[src/rtl/multicycle_controlunit.sv]
// Multicycle RV32I control unit: a registered FSM that sequences fetch, decode,
// execute, memory and writeback over a shared-ALU, shared-memory datapath.
module multicycle_controlunit #(
   parameter int DATA_WIDTH = 32,
   parameter int ALU_CTRL_W = 4
) (
   input  logic                  clk,
   input  logic                  rst_n,
   input  logic [DATA_WIDTH-1:0] instr,
   input  logic                  EQ,
   input  logic                  LT,
   input  logic                  LTU,
   input  logic                  mem_ready,
   output logic                  mem_req,
   output logic                  MemWrite,
   output logic                  AdrSrc,
   output logic                  IRWrite,
   output logic                  PCWrite,
   output logic                  RegWrite,
   output logic [1:0]            ALUsrcA,
   output logic [1:0]            ALUsrcB,
   output logic [2:0]            ImmSrc,
   output logic [ALU_CTRL_W-1:0] ALUctrl,
   output logic [1:0]            ResultSrc,
   output logic                  instr_done,
   output logic                  illegal,
   output logic [3:0]            state_o
);

   typedef enum logic [3:0] {
      S_FETCH    = 4'd0,
      S_DECODE   = 4'd1,
      S_MEMADR   = 4'd2,
      S_MEMREAD  = 4'd3,
      S_MEMWB    = 4'd4,
      S_MEMWRITE = 4'd5,
      S_EXECR    = 4'd6,
      S_EXECI    = 4'd7,
      S_ALUWB    = 4'd8,
      S_BRANCH   = 4'd9,
      S_JAL      = 4'd10,
      S_JALR     = 4'd11,
      S_LINK     = 4'd12,
      S_LUI      = 4'd13,
      S_TRAP     = 4'd14
   } state_t;

   localparam logic [6:0] OP_LOAD   = 7'b0000011;
   localparam logic [6:0] OP_STORE  = 7'b0100011;
   localparam logic [6:0] OP_R      = 7'b0110011;
   localparam logic [6:0] OP_I      = 7'b0010011;
   localparam logic [6:0] OP_BRANCH = 7'b1100011;
   localparam logic [6:0] OP_JAL    = 7'b1101111;
   localparam logic [6:0] OP_JALR   = 7'b1100111;
   localparam logic [6:0] OP_LUI    = 7'b0110111;

   localparam logic [ALU_CTRL_W-1:0] ALU_ADD   = ALU_CTRL_W'(0);
   localparam logic [ALU_CTRL_W-1:0] ALU_SUB   = ALU_CTRL_W'(1);
   localparam logic [ALU_CTRL_W-1:0] ALU_AND   = ALU_CTRL_W'(2);
   localparam logic [ALU_CTRL_W-1:0] ALU_OR    = ALU_CTRL_W'(3);
   localparam logic [ALU_CTRL_W-1:0] ALU_XOR   = ALU_CTRL_W'(4);
   localparam logic [ALU_CTRL_W-1:0] ALU_SLT   = ALU_CTRL_W'(5);
   localparam logic [ALU_CTRL_W-1:0] ALU_SLTU  = ALU_CTRL_W'(6);
   localparam logic [ALU_CTRL_W-1:0] ALU_SLL   = ALU_CTRL_W'(7);
   localparam logic [ALU_CTRL_W-1:0] ALU_SRL   = ALU_CTRL_W'(8);
   localparam logic [ALU_CTRL_W-1:0] ALU_SRA   = ALU_CTRL_W'(9);
   localparam logic [ALU_CTRL_W-1:0] ALU_PASSB = ALU_CTRL_W'(10);

   state_t                r_state;
   state_t                w_next;
   logic [6:0]            w_opcode;
   logic [2:0]            w_funct3;
   logic                  w_f7b5;
   logic                  w_unused;
   logic                  w_mem_req;
   logic                  w_mem_write;
   logic                  w_adr_src;
   logic                  w_ir_write;
   logic                  w_pc_write;
   logic                  w_reg_write;
   logic [1:0]            w_alu_a;
   logic [1:0]            w_alu_b;
   logic [2:0]            w_imm_src;
   logic [ALU_CTRL_W-1:0] w_alu_ctrl;
   logic [1:0]            w_result;
   logic                  w_illegal;
   logic                  w_done;

   assign w_opcode = instr[6:0];
   assign w_funct3 = instr[14:12];
   assign w_f7b5   = instr[30];
   assign w_unused = ^instr;

   function automatic logic [ALU_CTRL_W-1:0] alu_decode(input logic f7b5, input logic [2:0] f3);
      case (f3)
         3'b000:  return f7b5 ? ALU_SUB : ALU_ADD;
         3'b001:  return ALU_SLL;
         3'b010:  return ALU_SLT;
         3'b011:  return ALU_SLTU;
         3'b100:  return ALU_XOR;
         3'b101:  return f7b5 ? ALU_SRA : ALU_SRL;
         3'b110:  return ALU_OR;
         default: return ALU_AND;
      endcase
   endfunction

   function automatic logic [2:0] imm_decode(input logic [6:0] op);
      case (op)
         OP_STORE:  return 3'b001;
         OP_BRANCH: return 3'b010;
         OP_JAL:    return 3'b011;
         OP_LUI:    return 3'b100;
         default:   return 3'b000;
      endcase
   endfunction

   always_comb begin
      // NOTE: every signal written here gets a default first so no path leaves one unassigned and infers a latch.
      w_next      = r_state;
      w_mem_req   = 1'b0;
      w_mem_write = 1'b0;
      w_adr_src   = 1'b0;
      w_ir_write  = 1'b0;
      w_pc_write  = 1'b0;
      w_reg_write = 1'b0;
      w_alu_a     = 2'b00;
      w_alu_b     = 2'b00;
      w_imm_src   = imm_decode(w_opcode);
      w_alu_ctrl  = ALU_ADD;
      w_result    = 2'b00;
      w_illegal   = 1'b0;

      case (r_state)
         S_FETCH: begin
            w_mem_req = 1'b1;
            w_alu_b   = 2'b10;
            w_result  = 2'b10;
            if (mem_ready) begin
               w_ir_write = 1'b1;
               w_pc_write = 1'b1;
               w_next     = S_DECODE;
            end
         end
         S_DECODE: begin
            // Speculatively form PC-relative target in ALUOut for branch/JAL.
            w_alu_a = 2'b01;
            w_alu_b = 2'b01;
            case (w_opcode)
               OP_LOAD, OP_STORE: w_next = S_MEMADR;
               OP_R:              w_next = S_EXECR;
               OP_I:              w_next = S_EXECI;
               OP_BRANCH:         w_next = S_BRANCH;
               OP_JAL:            w_next = S_JAL;
               OP_JALR:           w_next = (w_funct3 == 3'b000) ? S_JALR : S_TRAP;
               OP_LUI:            w_next = S_LUI;
               default:           w_next = S_TRAP;
            endcase
         end
         S_MEMADR: begin
            w_alu_a = 2'b10;
            w_alu_b = 2'b01;
            w_next  = (w_opcode == OP_STORE) ? S_MEMWRITE : S_MEMREAD;
         end
         S_MEMREAD: begin
            w_mem_req = 1'b1;
            w_adr_src = 1'b1;
            if (mem_ready) w_next = S_MEMWB;
         end
         S_MEMWB: begin
            w_result    = 2'b01;
            w_reg_write = 1'b1;
            w_next      = S_FETCH;
         end
         S_MEMWRITE: begin
            w_mem_req   = 1'b1;
            w_adr_src   = 1'b1;
            w_mem_write = 1'b1;
            if (mem_ready) w_next = S_FETCH;
         end
         S_EXECR: begin
            w_alu_a    = 2'b10;
            w_alu_ctrl = alu_decode(w_f7b5, w_funct3);
            w_next     = S_ALUWB;
         end
         S_EXECI: begin
            // Bit 30 is part of the immediate except for shift-right forms.
            w_alu_a    = 2'b10;
            w_alu_b    = 2'b01;
            w_alu_ctrl = alu_decode(w_f7b5 & (w_funct3 == 3'b101), w_funct3);
            w_next     = S_ALUWB;
         end
         S_ALUWB: begin
            w_reg_write = 1'b1;
            w_next      = S_FETCH;
         end
         S_BRANCH: begin
            w_alu_a    = 2'b10;
            w_alu_ctrl = ALU_SUB;
            w_next     = S_FETCH;
            case (w_funct3)
               3'b000:  w_pc_write = EQ;
               3'b001:  w_pc_write = ~EQ;
               3'b100:  w_pc_write = LT;
               3'b101:  w_pc_write = ~LT;
               3'b110:  w_pc_write = LTU;
               3'b111:  w_pc_write = ~LTU;
               default: w_next     = S_TRAP;
            endcase
         end
         S_JAL: begin
            w_pc_write = 1'b1;
            w_alu_a    = 2'b01;
            w_alu_b    = 2'b10;
            w_next     = S_ALUWB;
         end
         S_JALR: begin
            w_alu_a    = 2'b10;
            w_alu_b    = 2'b01;
            w_result   = 2'b10;
            w_pc_write = 1'b1;
            w_next     = S_LINK;
         end
         S_LINK: begin
            w_alu_a = 2'b01;
            w_alu_b = 2'b10;
            w_next  = S_ALUWB;
         end
         S_LUI: begin
            w_imm_src  = 3'b100;
            w_alu_b    = 2'b01;
            w_alu_ctrl = ALU_PASSB;
            w_next     = S_ALUWB;
         end
         S_TRAP: begin
            w_illegal = 1'b1;
         end
         default: w_next = S_TRAP;
      endcase

      w_done = (w_next == S_FETCH) && (r_state != S_FETCH);
   end

   always_ff @(posedge clk or negedge rst_n) begin
      // NOTE: state is registered with non-blocking assignment so every flop samples pre-edge values.
      if (!rst_n) r_state <= S_FETCH;
      else        r_state <= w_next;
   end

   // Reset gates the combinational outputs so nothing requests or writes while rst_n is low.
   assign mem_req    = rst_n & w_mem_req;
   assign MemWrite   = rst_n & w_mem_write;
   assign AdrSrc     = rst_n & w_adr_src;
   assign IRWrite    = rst_n & w_ir_write;
   assign PCWrite    = rst_n & w_pc_write;
   assign RegWrite   = rst_n & w_reg_write;
   assign ALUsrcA    = rst_n ? w_alu_a    : 2'b00;
   assign ALUsrcB    = rst_n ? w_alu_b    : 2'b00;
   assign ImmSrc     = rst_n ? w_imm_src  : 3'b000;
   assign ALUctrl    = rst_n ? w_alu_ctrl : '0;
   assign ResultSrc  = rst_n ? w_result   : 2'b00;
   assign instr_done = rst_n & w_done;
   assign illegal    = rst_n & w_illegal;
   assign state_o    = r_state;

endmodule

[config.mk]
export PLATFORM = sky130hd
export DESIGN_NAME = multicycle_controlunit
export DESIGN_NICKNAME = d
export VERILOG_FILES = /design/src/rtl/multicycle_controlunit.sv
export SDC_FILE = /design/constraint.sdc
export NUM_CORES = 1
export LEC_CHECK = 0
export ABC_AREA = 1
export BUFFER_PORTS_ARGS = -buffer_cell sky130_fd_sc_hd__buf_4
export CAP_MARGIN = 20
export CORE_AREA = 5 5 46 58
export CTS_CLUSTER_DIAMETER = 50
export DETAILED_ROUTE_END_ITERATION = 8
export DIE_AREA = 0 0 51 63
export PLACE_DENSITY = 0.79
export SETUP_SLACK_MARGIN = 0.15
export SYNTH_ARGS = -nofsm -noshare
export SYNTH_HDL_FRONTEND = slang
export SYNTH_SLANG_ARGS = --single-unit
export TNS_END_PERCENT = 20
[constraint.sdc]
create_clock -name clk -period 2.3 [get_ports clk]
set_input_delay 0.23 -clock clk [delete_from_list [all_inputs] [get_ports clk]]
set_output_delay 0.23 -clock clk [all_outputs]
set_load 0.01 [all_outputs]
==> run metrics, run 1 <==
status=complete, no violations; grt ovf=0; Worst Path Arrival=1.77 ns; Netlist cell types=22; Iteration-0 DRC Markers=26; RR Startpoint=state_o[1]; most common cell after layout, fill and taps aside=nand2_1; routed len/inst=10.8 µm; TritonCTS Buffers=3; Initial Util=39.1%; share of layout cells above drive strength 1=26.5%; HPWL after DPL=2080 µm; largest net degree at the start of global routing=17; Final period util=87.1%; RSZ-0062 raised after global routing=no; mean area per synthesized cell=4.92 µm²; first-pass GRT wire length=4190 µm; Reg-to-Reg End=state_o[1]; combinational power share=29.7%; commonest non-fill, non-tap cells in the layout=nand2_1, buf_4, nor2_1; number of synthesis warnings=0; vias in the first global route=1,085; Die ar.=0.00321 mm²; startpoint class of the critical path=register; Final ANT Viol Nets=0; non-filler instance count after layout=232; # port buffers=41; Flop pwr share=31.3%; Max clock buf depth=2; clock group share of total power=39.0%; CTS Hold Bufs=1; routability cong.=0.943; register bit total from synthesis=4; Area Growth Syn to Fin=43.3%; Remaining DRCs=0; Setup CP Type=reg -> out; max-cap violation count=0; Die Y=63 µm; clock latency on the worst-skew pair=0.24 ns; Critical Path RT=2.07 ns; CTS Sinks=4; r2r worst-path depth=8; post-route minimum period=2.00 ns; Antenna diodes=0; clock-pin slew on the worst setup and hold paths=0.04 ns; Sw Share=29.3%; Setup Viol. Count Final=0; leakage power total=0.674 nW; max reg flops=4; Synth area leader=nand2_1; fmax=499 MHz; Pwr Total=0.000226 W; area share of the largest cell type after synthesis=25.0%; num rows=19; synth top area cells=nand2_1, nor2_1, dfrtp_1, inv_1, a21oi_1; flop2flop setup slack=0.89 ns; Total Wirelength=2510 µm; pin slew with the least headroom to its limit=0.432 ns; Post-Synthesis Cells=168; Vias per Instance=4.98; Setup Fix Bufs, Post-CTS=0; CTS resizes=0; normalized max-slew margin=71.2%; post-route setup TNS=0 ns; Worst Setup SP=state_o[1]; initial antenna violation count=0; Core Box Area=0.00212 mm²; CTS root buffer=clkbuf_4; Max VDD drop=0.000193 V; GRT Util Overall=16.1%; I/O Pins=63; die width=51 µm; sw power=0.0000663 W; Final #Nets=251; Critical Path Fanout Max=6; Post-Syn Area=827 µm²; final hold vios=0; Syn Nets=206; Vias=1,156; PD cells=191 mW/mm²; TritonRoute pass-1 iters=4; clock skew=0.00381 ns; CTS tree=done; Pint=0.000160 W; worst min path class=in -> async; Seq/Total Area, Yosys=12.1%; H-Tree Depth=1; Crit. End Element=primary output; fin. max-slew vios=0; Placed Instances=228
-- critical path: stages (launching register included) --
cell and delay, ns:
dfrtp_1 0.45, inv_2 0.07, nor2_1 0.22, inv_1 0.09
nor2_1 0.19, nand2_1 0.10, nand3b_1 0.10, nor2_1 0.07
nand2_1 0.06, nor2_1 0.04, buf_4 0.13
-- layout make-up --
type	instances	area, µm²
Fill cell	232	931
Tap cell	21	26.3
Sequential cell	4	100
Multi-Input combinational cell	134	613
Clock buffer	3	22.5
Timing Repair Buffer	42	318
Inverter	28	105
-- worst max-delay path by stage --
stage	end	slack [ns]	depth (start not counted)
after detailed placement	ALUsrcB[0]	0.63	7
final	instr_done	0.30	10
after global routing	instr_done	0.19	10
after global placement	ALUsrcB[0]	0.63	7
after CTS	instr_done	0.32	10
after floorplan	instr_done	0.80	9
-- metrics by stage --
stage	setup WS, ns	hold slack, ns	util [%]	cell area [µm²]
4_1_cts	0.324	0.340	56.0	1180
6_report	0.297	0.350	56.0	1180
2_1_floorplan	0.801	-0.0656	-	827
3_5_place_dp	0.627	0.0480	54.5	1150
5_1_grt	0.191	0.391	56.0	1180
3_3_place_gp	0.634	0.0473	54.5	1150
-- cells in the mapped netlist --
master    number
a21oi_1       11
nand3b_1       2
o21ai_0        6
buf_2          1
inv_2          3
nand2_1       55
a211oi_1       1
nand3_1        9
nor2_4         1
nor2_1        27
a31oi_1        3
a41oi_1        1
nor3_1         4
nor4_1         1
nand4_1        2
inv_1         25
dfrtp_1        4
nand2_2        3
o21bai_1       1
xor2_1         2
nor2_2         5
clkbuf_1       1
-- power groups by stage --
| stage | Sequential [W] | Clock [W] | Combinational [W] |
|---|---|---|---|
| 2_1_floorplan | 0.0000717 | 0 | 0.0000321 |
| 3_5_place_dp | 0.0000717 | 0 | 0.0000660 |
| 6_report | 0.0000708 | 0.0000883 | 0.0000671 |
| 4_1_cts | 0.0000708 | 0.0000901 | 0.0000676 |
| 3_3_place_gp | 0.0000717 | 0 | 0.0000651 |
| 5_1_grt | 0.0000707 | 0.0000954 | 0.0000761 |
-- logic make-up (layout without fill, tap and decap cells) --
kind of cell,Yosys count,in the layout,share of synthesized area (%)
compound gates,23,23,15.4
xor+xnor,2,2,2.12
buf+inv,30,73,13.8
flops,4,4,12.1
simple gates,109,109,56.6
-- routing by layer --
layer / routed length (µm) / global-route usage [%] / share of wire [%] / vias to the layer above
li1: - / - / - / 622
met1: 1060 / 18.4 / 42 / 500
met2: 1290 / 28.7 / 51 / 30
met3: 126 / 2.39 / 5.0 / 4
met4: 34 / 6.73 / 1.4 / 0
met5: 0 / 0 / 0 / -
No activity file was read; power rests on OpenSTA's default activity.
==> inputs of run 2 (changes only) <==
- CELL_PAD_IN_SITES_DETAIL_PLACEMENT: not set -> 2
- CELL_PAD_IN_SITES_GLOBAL_PLACEMENT: not set -> 2
- CORE_AREA: 5 5 46 58 -> 5 5 67 84
- DIE_AREA: 0 0 51 63 -> 0 0 72 89
- PLACE_DENSITY: 0.79 -> 0.82
==> run 2 against run 1 <==
Cell count rose by 17%. Register-to-register slack improved by 0.04 ns. Sequential share of layout area fell by 0.40 points. First-iteration DRC count rose by 15%. Global-route usage fell by 4.5 points. Critical endpoint unchanged.
==> run metrics, run 2 (synthesized netlist as in run 1, its figures left out) <==
CTS root buffer=clkbuf_8; Placed Instance Area=0.00120 mm²; RR Startpoint=state_o[3]; Final ANT Viol Nets=0; largest net degree at the start of global routing=17; GRT Util Overall=11.6%; max-cap violation count=0; CTS Sinks=4; vias in the first global route=1,286; PD cells=224 mW/mm²; post-route setup TNS=0 ns; fin area=0.00126 mm²; I/O Pins=63; fmax=517 MHz; Antenna diodes=0; Critical Path RT=2.07 ns; grt ovf=0; CP cell instances=nand2_1 > inv_1 > nand2_1 > nand2_1 > nor2_2 > nand3_1 > nor2_1 > nand2_1 > nor2_1 > buf_4; Die Y=89 µm; first-pass GRT wire length=5950 µm; Critical Path Fanout Max=7; normalized max-slew margin=69.1%; Crit. End Element=primary output; r2r worst-path depth=7; clock latency on the worst-skew pair=0.21 ns; Final #Nets=251; Max clock buf depth=2; die width=72 µm; Area Growth Syn to Fin=52.2%; Initial Util=17.6%; routability cong.=0.802; RSZ-0062 raised after global routing=no; H-Tree Depth=1; Layout fillers=634; Max VDD drop=0.000168 V; fin. max-slew vios=0; Total Wirelength=3540 µm; Setup Fix Bufs, Post-CTS=0; Setup Viol. Count Final=0; Pwr Total=0.000282 W; TritonRoute pass-1 iters=4; final hold slack=0.378 ns; Core Box Area=0.00469 mm²; status=complete, no violations; clock skew=0.000177 ns; Most common cell on crit path=nand2_1; Placed Instances=267; commonest non-fill, non-tap cells in the layout=nand2_1, buf_4, nor2_1, inv_1, a21oi_1; Remaining DRCs=0; post-route minimum period=1.94 ns; final hold vios=0; Final period util=84.1%; CTS tree=done; initial antenna violation count=0; Setup CP Type=reg -> out; HPWL after DPL=3120 µm; pin slew with the least headroom to its limit=0.463 ns; leakage power total=0.681 nW; worst min path class=in -> async; Vias per Instance=4.42; routed len/inst=13.1 µm; max reg flops=4; clock-pin slew on the worst setup and hold paths=0.03 ns; startpoint class of the critical path=register; Die ar.=0.00641 mm²; TritonCTS Buffers=3; Vias=1,197; CP peak stage delay=0.45 ns; non-filler instance count after layout=271; # port buffers=41; num rows=28; Iteration-0 DRC Markers=30; Worst path slowest cell=dfrtp_2; most common cell after layout, fill and taps aside=nand2_1; share of layout cells above drive strength 1=28.0%; Worst Setup SP=state_o[0]; Worst Path Arrival=1.71 ns
## run 2: power by group
group          switching [W]  total (W)  internal [W]
clock network      0.0000303   0.000141      0.000111
registers                  0  0.0000709     0.0000709
logic              0.0000394  0.0000702     0.0000308
total              0.0000697   0.000282      0.000213
## run 2: worst paths after layout
| path | endpoint | slack, ns |
|---|---|---|
| worst min register to register | state_o[3] | 0.78 |
| worst min-delay path | state_o[2] | 0.38 |
| worst max register to register | state_o[1] | 0.93 |
| min in group clk | state_o[2] | 0.42 |
| worst max-delay path | instr_done | 0.36 |
| max in group asynchronous | state_o[0] | 1.79 |
## run 2: cell type report
type | instances | area (µm²) | share of cell area, %
inverters | 28 | 105 | 8.35
well taps | 60 | 75.1 | 5.96
flip-flops and latches | 4 | 101 | 8.05
repair buffers | 42 | 318 | 25.2
multi-input cells | 134 | 618 | 49.1
clock buffers | 3 | 41.3 | 3.28
## run 2: critical path, delay by kind of cell, from the launching register on
kind,cells,cell delay [ns]
simple gates,8,0.85
flops,1,0.45
buf+inv,2,0.20
## run 2: what timing repair did
| action | CTS | global route |
|---|---|---|
| hold buffers | 1 | 0 |
| setup endpoints to repair | 0 | 3 |
| hold endpoints to repair | 4 | 0 |
| resized for setup | 0 | 3 |
## run 2: per-layer routing
| metal | track usage, % | up-vias | part of all wire (%) |
|---|---|---|---|
| met4 | 3.08 | 0 | 1.2 |
| li1 | - | 613 | - |
| met2 | 22.3 | 23 | 53 |
| met1 | 13.6 | 557 | 42 |
| met3 | 0.900 | 4 | 4.1 |
| met5 | 0 | - | 0 |
## run 2: stage by stage
step | utilization [%] | setup WS [ns]
after global placement | 25.6 | 0.553
after CTS | 26.7 | 0.279
after global routing | 26.8 | 0.157
after floorplan | - | 0.801
final | 26.8 | 0.365
after detailed placement | 25.6 | 0.514
==> inputs of run 3 (changes only) <==
- CORE_AREA: 5 5 67 84 -> 5 5 73 92
- DIE_AREA: 0 0 72 89 -> 0 0 78 97
- PLACE_DENSITY: 0.82 -> 0.72
- clock period: 2.3 -> 1.6 ns (I/O delays scaled with it)
==> run 3 against run 2 <==
The flow now finishes with violations (negative setup slack). Total power up 49%. First-iteration DRC count down 10%. Via count up 13%. Clock skew up 0.0034 ns. Critical path depth unchanged. Largest cell class unchanged. Largest power group unchanged. Highest routed layer unchanged.
==> run metrics, run 3 (synthesized netlist as in run 1, its figures left out) <==
Final Util=31.0%; post-route minimum period=1.90 ns; Die ar.=0.00757 mm²; Most common cell on crit path=nand2_1; post-route setup TNS=-1.18 ns; Critical Path RT=1.44 ns; Setup CP Type=reg -> out; Max clock buf depth=2; Critical Path Fanout Max=5; PD cells=239 mW/mm²; failing checks=negative setup slack; Total Wirelength=4440 µm; clock skew=0.00361 ns; max-cap violation count=0; routability cong.=0.811; CTS tree=done; Iteration-0 DRC Markers=27; final hold vios=0; Worst Path Arrival=1.74 ns; worst min path class=in -> reg; # port buffers=41; final worst slack=-0.303 ns; Final ANT Viol Nets=0; pin slew with the least headroom to its limit=0.424 ns; Final period util=119%; startpoint class of the critical path=register; Top Family by Delay on Critical Path=simple AND/OR/NAND/NOR gates; TritonRoute pass-1 iters=3; commonest non-fill, non-tap cells in the layout=buf_4, nand2_1, inv_1; flop2flop setup slack=0.16 ns; most common cell after layout, fill and taps aside=buf_4; RR Startpoint=state_o[0]; worst slack at placement=-0.160 ns; fmax=525 MHz; Antenna diodes=0; CP cell instances=nand2_2 > inv_1 > buf_4 > nand2_1 > nand2_1 > nand3b_1 > nor2_1 > nand2_1 > nor2_2 > buf_6; status=complete, but fails checks; CTS root buffer=clkbuf_8; initial antenna violation count=0; Initial Util=14.5%; I/O Pins=63; RSZ-0062 raised after global routing=yes; die width=78 µm; grt ovf=0; H-Tree Depth=1; max reg flops=4; GRT Util Overall=10.9%; leakage power total=0.901 nW; Die Y=97 µm; normalized max-slew margin=71.7%; TritonCTS Buffers=3; CTS Sinks=4; largest net degree at the start of global routing=11; Core Box Area=0.00570 mm²; Hold Path End=state_o[2]; non-filler instance count after layout=310; Max VDD drop=0.000249 V; clock-pin slew on the worst setup and hold paths=0.03 ns; Vias per Instance=4.37; first-pass GRT wire length=6950 µm; Worst path slowest cell=dfrtp_2; Final #Nets=284; Vias=1,354; CP peak stage delay=0.45 ns; worst hold start=mem_ready; Crit. End Element=primary output; Buf+Inv Stages, Crit Path=3; Area Growth Syn to Fin=114%; Reg-to-Reg End=state_o[2]; final hold slack=0.376 ns; r2r worst-path depth=8; num rows=31; Placed Instances=299; HPWL after DPL=3410 µm; WHS Path Cells=5; clock latency on the worst-skew pair=0.21 ns; Setup Viol. Count Final=11; share of layout cells above drive strength 1=57.0%; vias in the first global route=1,481; routed len/inst=14.3 µm; fin. max-slew vios=0; Remaining DRCs=0
==> run 3: cell types whose count changed in the layout (fill, tap and decap cells not counted), sizes merged <==
| cell | before | now |
|---|---|---|
| buf | 41 | 74 |
==> run 3: timing repair <==
action,in CTS,in global routing
resized for setup,28,50
hold buffers,1,0
endpoints found under the setup margin,24,24
endpoints found under the hold margin,4,0
pin swaps,8,12
buffers inserted,4,3
==> run 3: through the flow <==
| stage | power, W | cell area, µm² |
|---|---|---|
| 4_1_cts | 0.000424 | 1560 |
| 3_3_place_gp | 0.000205 | 1400 |
| 5_1_grt | 0.000448 | 1770 |
| 6_report | 0.000422 | 1770 |
| 3_5_place_dp | 0.000208 | 1400 |
| 2_1_floorplan | 0.000149 | 827 |
==> run 3: worst max-delay path by stage <==
stage | start | endpoint | slack [ns] | cells after the start
after floorplan | state_o[0] | instr_done | 0.17 | 9
after global placement | state_o[3] | instr_done | -0.11 | 11
after global routing | state_o[0] | instr_done | -0.41 | 10
after detailed placement | state_o[3] | instr_done | -0.16 | 11
final | state_o[0] | instr_done | -0.30 | 10
after CTS | state_o[3] | instr_done | -0.30 | 11
==> run 3: area by class of cell <==
cell class                      instances  area (µm²)
Tap cell                               66        82.6
Inverter                               28         110
Multi-Input combinational cell        134         836
Timing Repair Buffer                   75         596
Sequential cell                         4         103
Clock buffer                            3        41.3
Fill cell                             665        3930
==> run 3: routing by layer <==
layer | GRT usage [%] | part of all wire, % | up-vias | routed length [µm]
met2 | 21.4 | 59 | 18 | 2610
met4 | 2.47 | 0.32 | 0 | 14
met1 | 11.6 | 38 | 648 | 1680
li1 | - | - | 686 | -
met5 | 0 | 0 | - | 0
met3 | 1.95 | 3.1 | 2 | 136
==> run 3: where the power goes <==
group	switching [W]	total, W	internal, W
logic	0.0000635	0.000111	0.0000472
clock network	0.0000491	0.000209	0.000160
registers	0	0.000102	0.000102
==> run 3: tightest hold or removal path, stage by stage <==
cell and delay, ns:
buf_4 0.12, nand2_1 0.06, nand3b_1 0.07, nor2_1 0.04, nand2_1 0.09
